[src/rtl/srb_pkg.sv]
`default_nettype none
// ============================================================================
// Module      : srb_pkg
// Description : Shared types and limits for the switchable register bank.
// Revision    : 1.0 - initial release
// ============================================================================
package srb_pkg;

    typedef enum logic [1:0] {
        IDLE      = 2'd0,
        SAVING    = 2'd1,
        RESTORING = 2'd2
    } srb_state_e;

    localparam int MAX_N = 16;

endpackage : srb_pkg
`default_nettype wire

[src/rtl/srb_cell.sv]
`default_nettype none
// ============================================================================
// Module      : srb_cell
// Description : One bank register; priority clear > store > restore > hold.
// Revision    : 1.0 - initial release
// ============================================================================
module srb_cell
    import srb_pkg::*;
#(
    parameter int WIDTH = 16
) (
    input  logic             clk,
    input  logic             clr,
    input  logic             load,
    input  logic [WIDTH-1:0] load_data,
    input  logic             restore,
    input  logic [WIDTH-1:0] restore_data,
    output logic [WIDTH-1:0] q
);

    always_ff @(posedge clk) begin
        if (clr) begin
            q <= '0;
        end else if (load) begin
            q <= load_data;
        end else if (restore) begin
            q <= restore_data;
        end
    end

endmodule : srb_cell
`default_nettype wire

[src/rtl/switchable_register_bank.sv]
`default_nettype none
// ============================================================================
// Module      : switchable_register_bank
// Description : N-register bank with shared S bus, addressed A-bus read port
//               and shadow bank with SAVE/RESTORE sequencer.
//               Build option SRB_WRITE_BYPASS_EN: A bus forwards S bus on a
//               same-cycle write to the addressed register.
// Revision    : 1.0 - initial release
// ============================================================================
module switchable_register_bank
    import srb_pkg::*;
#(
    parameter int WIDTH = 16,
    parameter int N     = 4,
    parameter int AW    = $clog2(N)
) (
    input  logic               CLK,
    input  logic               CLR,
    input  logic [N-1:0]       SR,
    input  logic [WIDTH-1:0]   S_bus,
    output logic [N*WIDTH-1:0] Q,
    input  logic [AW-1:0]      RA,
    output logic [WIDTH-1:0]   A_bus,
    input  logic               SAVE,
    input  logic               RESTORE,
    output logic               BUSY,
    output logic               DONE
);

    localparam logic [1:0]    ST_IDLE      = IDLE;
    localparam logic [1:0]    ST_SAVING    = SAVING;
    localparam logic [1:0]    ST_RESTORING = RESTORING;
    localparam logic [AW-1:0] LAST_PTR     = AW'(N - 1);

    logic [1:0]       state;
    logic [AW-1:0]    ptr;
    logic             busy_r;
    logic             done_r;
    logic [WIDTH-1:0] regs   [N];
    logic [WIDTH-1:0] shadow [N];
    logic [WIDTH-1:0] a_mux;

    generate
        for (genvar gi = 0; gi < N; gi++) begin : g_cell
            srb_cell #(
                .WIDTH (WIDTH)
            ) u_cell (
                .clk          (CLK),
                .clr          (CLR),
                .load         (SR[gi]),
                .load_data    (S_bus),
                .restore      ((state == ST_RESTORING) && (ptr == AW'(gi))),
                .restore_data (shadow[gi]),
                .q            (regs[gi])
            );
            assign Q[gi*WIDTH +: WIDTH] = regs[gi];
        end
    endgenerate

    // Shadow captures the pre-edge register value, so a same-cycle store is not saved.
    always_ff @(posedge CLK) begin
        if (CLR) begin
            state  <= ST_IDLE;
            ptr    <= '0;
            busy_r <= 1'b0;
            done_r <= 1'b0;
            for (int i = 0; i < N; i++) begin
                shadow[i] <= '0;
            end
        end else begin
            done_r <= 1'b0;
            case (state)
                ST_IDLE: begin
                    ptr <= '0;
                    if (SAVE) begin
                        state  <= ST_SAVING;
                        busy_r <= 1'b1;
                    end else if (RESTORE) begin
                        state  <= ST_RESTORING;
                        busy_r <= 1'b1;
                    end
                end
                ST_SAVING, ST_RESTORING: begin
                    if (state == ST_SAVING) begin
                        for (int i = 0; i < N; i++) begin
                            if (ptr == AW'(i)) begin
                                shadow[i] <= regs[i];
                            end
                        end
                    end
                    if (ptr == LAST_PTR) begin
                        state  <= ST_IDLE;
                        ptr    <= '0;
                        busy_r <= 1'b0;
                        done_r <= 1'b1;
                    end else begin
                        ptr <= ptr + AW'(1);
                    end
                end
                default: begin
                    state  <= ST_IDLE;
                    ptr    <= '0;
                    busy_r <= 1'b0;
                end
            endcase
        end
    end

    // Addresses beyond N-1 match no register and read as zero.
    always_comb begin
        a_mux = '0;
        for (int i = 0; i < N; i++) begin
            if (RA == AW'(i)) begin
`ifdef SRB_WRITE_BYPASS_EN
                a_mux = SR[i] ? S_bus : regs[i];
`else
                a_mux = regs[i];
`endif
            end
        end
    end

    assign A_bus = a_mux;
    assign BUSY  = busy_r;
    assign DONE  = done_r;

endmodule : switchable_register_bank
`default_nettype wire

[config.mk]
export PLATFORM = sky130hd
export DESIGN_NAME = switchable_register_bank
export DESIGN_NICKNAME = d
export VERILOG_FILES = /design/src/rtl/srb_pkg.sv /design/src/rtl/srb_cell.sv /design/src/rtl/switchable_register_bank.sv
export SDC_FILE = /design/constraint.sdc
export NUM_CORES = 1
export LEC_CHECK = 0
export BUFFER_PORTS_ARGS = -buffer_cell sky130_fd_sc_hd__buf_4
export CELL_PAD_IN_SITES_DETAIL_PLACEMENT = 0
export CELL_PAD_IN_SITES_GLOBAL_PLACEMENT = 2
export CORE_UTILIZATION = 40
export DETAILED_ROUTE_END_ITERATION = 10
export PLACE_DENSITY = 0.95
export SLEW_MARGIN = 20
export SYNTH_ARGS = -nofsm -noshare
export SYNTH_HDL_FRONTEND = slang
export SYNTH_SLANG_ARGS = --single-unit
[constraint.sdc]
create_clock -name CLK -period 3.25 [get_ports CLK]
set_input_delay 0.65 -clock CLK [delete_from_list [all_inputs] [get_ports CLK]]
set_output_delay 0.65 -clock CLK [all_outputs]
set_load 0.02 [all_outputs]
# [Yosys cells after proc, flatten, opt, wreduce, memory -nomap -nowiden]
# Memory sizes are Yosys's and may differ from the RTL's.
# Cells that the tools add are included.
[word_totals] wordCells=86 ram_bits=64 memories=1 ff_bits=70 romBits=0 latchBits=0 out_inout_bits=82
[memory_table] memory="shadow" depth=4 word_bits=16 read_ports=4 rd_ports_with_merged_regs=0 write_ports=4 line_no="switchable_register_bank.sv:40" source="logic [WIDTH-1:0] shadow [N];"
[op_classes] n_eq_ne=10 n_addsub=1 n_div=0 reduce_logical=15 magnitude_cmp=0 bitwise_logic=5 shift=0 n_mul=0 mux=46
[op_table] operator="two-way mux 16 bit" n=16
[op_table] operator="two-way mux 1 bit" n=25
[op_table] operator="== test 2 bit, second input constant" n=5
[op_table] operator="nonzero test 2 bit" n=4
[op_table] operator="== test 2 x 1 -> 1 bit, second input constant" n=3
[op_table] operator="zero test 2 bit" n=3
[op_table] operator="two-way mux 2 bit" n=3
[op_table] operator="logical AND 1 bit" n=4
[op_table] operator="bitwise OR 1 bit" n=4
[op_table] operator="case mux 2 bit (2 select lines)" n=1
[op_table] operator="OR reduction 2 bit" n=2
[op_table] operator="inequality test 3 bit, second input constant" n=1
[op_table] operator="OR reduction 3 bit" n=1
[op_table] operator="adder 2 x 1 -> 2 bit, second input constant" n=1
[op_table] operator="inequality test 2 bit, second input constant" n=1
[op_table] operator="case mux 1 bit (2 select lines)" n=1
[op_table] operator="AND reduction 2 bit" n=1
[op_table] operator="NOT 1 bit" n=1

# [Depth between registers and ports, before layout]
[depth] depth_word=7 depth_mapped=7 depth_no_buf=5

# [Hierarchy]
# Synthesis repeated with hierarchy kept, for this count alone.
[hier_totals] cells_unflattened=484 hier_area_um2=6429.9
[modules_own_cells] module="srb_cell" n_inst=4 area_per_inst_um2=805.8 seq_area_each_um2=320.3 cells_each=71
[modules_own_cells] module="switchable_register_bank" n_inst=1 area_per_inst_um2=3206.8 seq_area_each_um2=2042.0 cells_each=200

# [Worst setup path after synthesis]
# Ideal clock, no wire load.
[synth_path] kind="input-to-output" startpoint="in RA[0]" endpoint="out A_bus[6]" cell_stages=3 arrival_ns=1.646 path_buffers=2 path_slack_ns=0.954 cell_sequence="buf_2 buf_4 mux4_2"
[synth_via] elab_chain_cells=5
[synth_rtl] item="from (decl)" line_no="switchable_register_bank.sv:22" source="input logic [AW-1:0] RA,"
[synth_rtl] item="zero test 2 bit" line_no="switchable_register_bank.sv:113" source="if (RA == AW'(i)) begin"
[synth_rtl] item="two-way mux 16 bit (3 in a row)" line_no="switchable_register_bank.sv:113"
[synth_rtl] item="two-way mux 16 bit *" line_no="switchable_register_bank.sv:113"
[synth_rtl] item="to (decl)" line_no="switchable_register_bank.sv:23" source="output logic [WIDTH-1:0] A_bus,"
# Mark *: on every way between the ends. The rest lies on a longest branch, timed or not.

# [Worst setup path after layout]
[layout_path] startpoint="in RA[0]" endpoint="out A_bus[5]"
# The elaborated chain is that of the path after synthesis.

==> metrics.md <==
| Metric | Value |
|---|---|
| Placeable Area | `14700 um2` |
| Async SR Flop Fraction | `0` |
| Pint | `3.387 mW` |
| Die span in x | `~130 um` |
| Largest cells by area after synthesis | `edfxtp_1 32%, dfxtp_1 23%, nor3_1 11%` |
| Max Slew Vio Count | `0` |
| # port buffers | `107` |
| Sequential share of the synthesized area | `0.5454` |
| Setup Fix Bufs, Post-CTS | `0` |
| Final Skew | `0.004302 ns` |
| Synth warn | `0` |
| Lkg Pwr | `roughly 2.8 nW` |
| Number of distinct library cells after synthesis | `33` |
| Sw Pwr | `roughly 1.3 mW` |
| Congestion Overflow GR | `0` |
| CTS Buf Count | `17` |
| Max clock buf depth | `2` |
| FMAX | `429.3 MHz` |
| Setup ws final | `0.9205 ns` |
| Via density | `5.900` |
| Hold Vio Cnt, Final | `0` |
| Fin crit period | `2.330 ns` |
| Setup_tns | `0 ns` |
| Gate power share | `0.155` |
| Hold/Removal Path Class | `flip-flop to flip-flop` |
| Most used cell, CP | `buf_4` |
| Least-Margin Pin Slew | `0.8532 ns` |
| Layout cells sized above 1 | `0.2834` |
| Yosys reg bits | `134` |
| Initial drt markers | `459` |
| Area growth syn-to-layout | `21.77%` |
| Ant diodes | `0` |
| Dpl hpwl | `roughly 12000 um` |
| Post-synth top cells | `128 x nor3_1, 70 x dfxtp_1, 68 x and2_1` |
| Post-synth EDFFs | `64` |
| Reg clk slew, reported paths | `around 0.050 ns` |
| # hold bufs at CTS | `0` |
| FP Rows | `44` |
| I/O pins | `108` |
| Unrepaired setup endpoints after global routing | `false` |
| Post-Synthesis Cells | `515` |
| Required @ worst endpoint | `2.60 ns` |
| Top delay family on crit path | `multiplexers` |
| Slew headroom | `0.4287` |
| Switching part of the total power | `0.2696` |
| Post-synth top area share | `0.3154` |
| CTS resizes | `0` |
| Mapped cell area | `6093 um2` |
| Drt total wl | `17010 um` |
| CP arrival | `roughly 1.7 ns` |
| Final Power | `4.638 mW` |
| Clock power share | `0.410` |
| Syn_nets | `548` |
| Startpoint class of the critical path | `input port` |
| Failing checks | `DRC` |
| Run status | `complete, but fails checks` |
| Synth area leader | `edfxtp_1` |
| Pre-antenna DRT Iters | `8` |
| H-tree depth | `4` |
| Die area | `around 16000 um2` |
| Tot GR Track Use | `0.2222` |
| Starting Density | `0.4145` |
| # setup viols final | `0` |
| Via count | `roughly 4.7k` |
| Worst stage delay on the critical path | `0.59 ns` |
| Remaining DRCs | `5` |
| Sequential power share | `0.435` |
| Fin crit share | `0.7168` |
| Ys flop type | `dfxtp_1` |
| Die height | `125.4 um` |
| Syn Area/Cell | `roughly 12 um2` |
| Clk sink count | `approximately 130` |
| Detail Route Antenna Nets | `0` |
| Critical Path, Cell by Cell | `buf_4 > mux4_2 > buf_4` |
| Buf/Inv on CP | `2` |
| CP endpoint kind | `output port` |
| First-pass GRT wire length | `26540 um` |
| Clock Latency Late Sink | `0.41 ns` |
| Placer Congestion | `0.7721` |
| Fin nets | `about 630` |
| CTS tree | `yes` |
| Setup CP Type | `input port to output port` |
| Pre-CTS setup slack | `just over 0.9 ns` |
| Pwr dens | `625.0 nW/um2` |
| Vias in the first global route | `4433` |
| Largest net degree at the start of global routing | `49` |
| Maxcap violations | `0` |
| Wire per inst | `21.51 um` |
| Root Driver | `clkbuf_16` |
| Top-count cell post-synth | `nor3_1` |
| Crit path max fanout | `16` |
| Slowest CP cell | `mux4_2` |
| Initial antenna violation count | `0` |
| Worst VDD drop | `0.4045 mV` |
[state kept, by name (all words and copies together), names as in the netlist]
signal	cells
BUSY	1
DONE	1
g_cell.u_cell.q	64
ptr	2
shadow	64
state	2
[power groups by stage]
| stage | clock network (mW) | logic (mW) | registers (mW) |
|---|---|---|---|
| floorplan | 0 | 0.408 | 2.08 |
| global placement | 0 | 0.700 | 2.05 |
| detailed placement | 0 | 0.720 | 2.05 |
| CTS | 1.91 | 0.722 | 2.02 |
| global route | 1.98 | 0.770 | 2.03 |
| finish | 1.90 | 0.720 | 2.02 |
[cells in the final DEF (no fill, tap or decap), types with 2 or more instances in the layout]
cell	Yosys	layout
a21oi_1	2	2
a2111oi_2	12	12
mux4_2	16	16
a31o_2	3	3
edfxtp_1	64	64
nand3_1	2	2
clkbuf_16	0	17
nand2_1	5	5
clkbuf_8	0	4
buf_4	6	109
nor3_1	128	128
clkinv_2	0	4
dfxtp_1	70	70
nand2b_1	4	4
a2111oi_0	24	24
clkbuf_1	17	2
nor3b_2	2	2
ha_1	7	7
inv_1	22	22
bufinv_16	0	2
clkinvlp_4	0	2
a2111oi_1	28	28
and2_1	68	68
[through the flow]
step	util	hold WS (ns)	std cells	area [um2]
global placement	0.4648	0.4614	759	6833
finish	0.5048	0.4772	791	7420
floorplan	-	0.4590	515	6093
detailed placement	0.4648	0.4653	759	6833
CTS	0.5048	0.4770	791	7420
global route	0.5048	0.5157	791	7420
[kinds of logic (layout without fill, tap and decap cells)]
kind of cell               Yosys count  count (layout)  share of synthesized area
and+or+nand+nor                    214             214                     0.1961
DFF                                134             134                     0.5454
AOI/OAI and AO/OA                   73              73                     0.1207
buffers and inverters               71             163                    0.06427
muxes                               16              16                    0.05914
adders and majority gates            7               7                    0.01437
[area by class of cell]
type                       instances  area, um2
timing repair buffer             109      818.3
tap                              184      230.2
sequential                       134       3323
inverter                          22      82.58
clock inverter                     9      98.84
clock buffer                      23      488.0
fill                            1296       7279
multi-input combinational        310       2379
[tightest hold or removal path: stages, from the launching register on]
cell      delay [ns]
dfxtp_1         0.31
inv_1           0.05
a221oi_1        0.06
[metal layers]
| layer | GRT usage | routed length, um | up-vias |
|---|---|---|---|
| met5 | 0 | 0 | - |
| met4 | 0.09541 | 346 | 0 |
| met3 | 0.03295 | 1014 | 23 |
| met2 | 0.3438 | 8095 | 173 |
| met1 | 0.3104 | 7555 | 2340 |
| li1 | - | - | 2131 |
[path summary, 6_finish.rpt]
kind                               start      endpoint  slack (ns)  cells after the start
worst max register to register  state[0]  shadow[1][8]        1.05                      5
worst min-delay path                BUSY          BUSY        0.48                      2
worst max-delay path               RA[0]      A_bus[5]        0.92                      3
worst min register to register      BUSY          BUSY        0.48                      2
No activity file was read; power rests on OpenSTA's default activity.
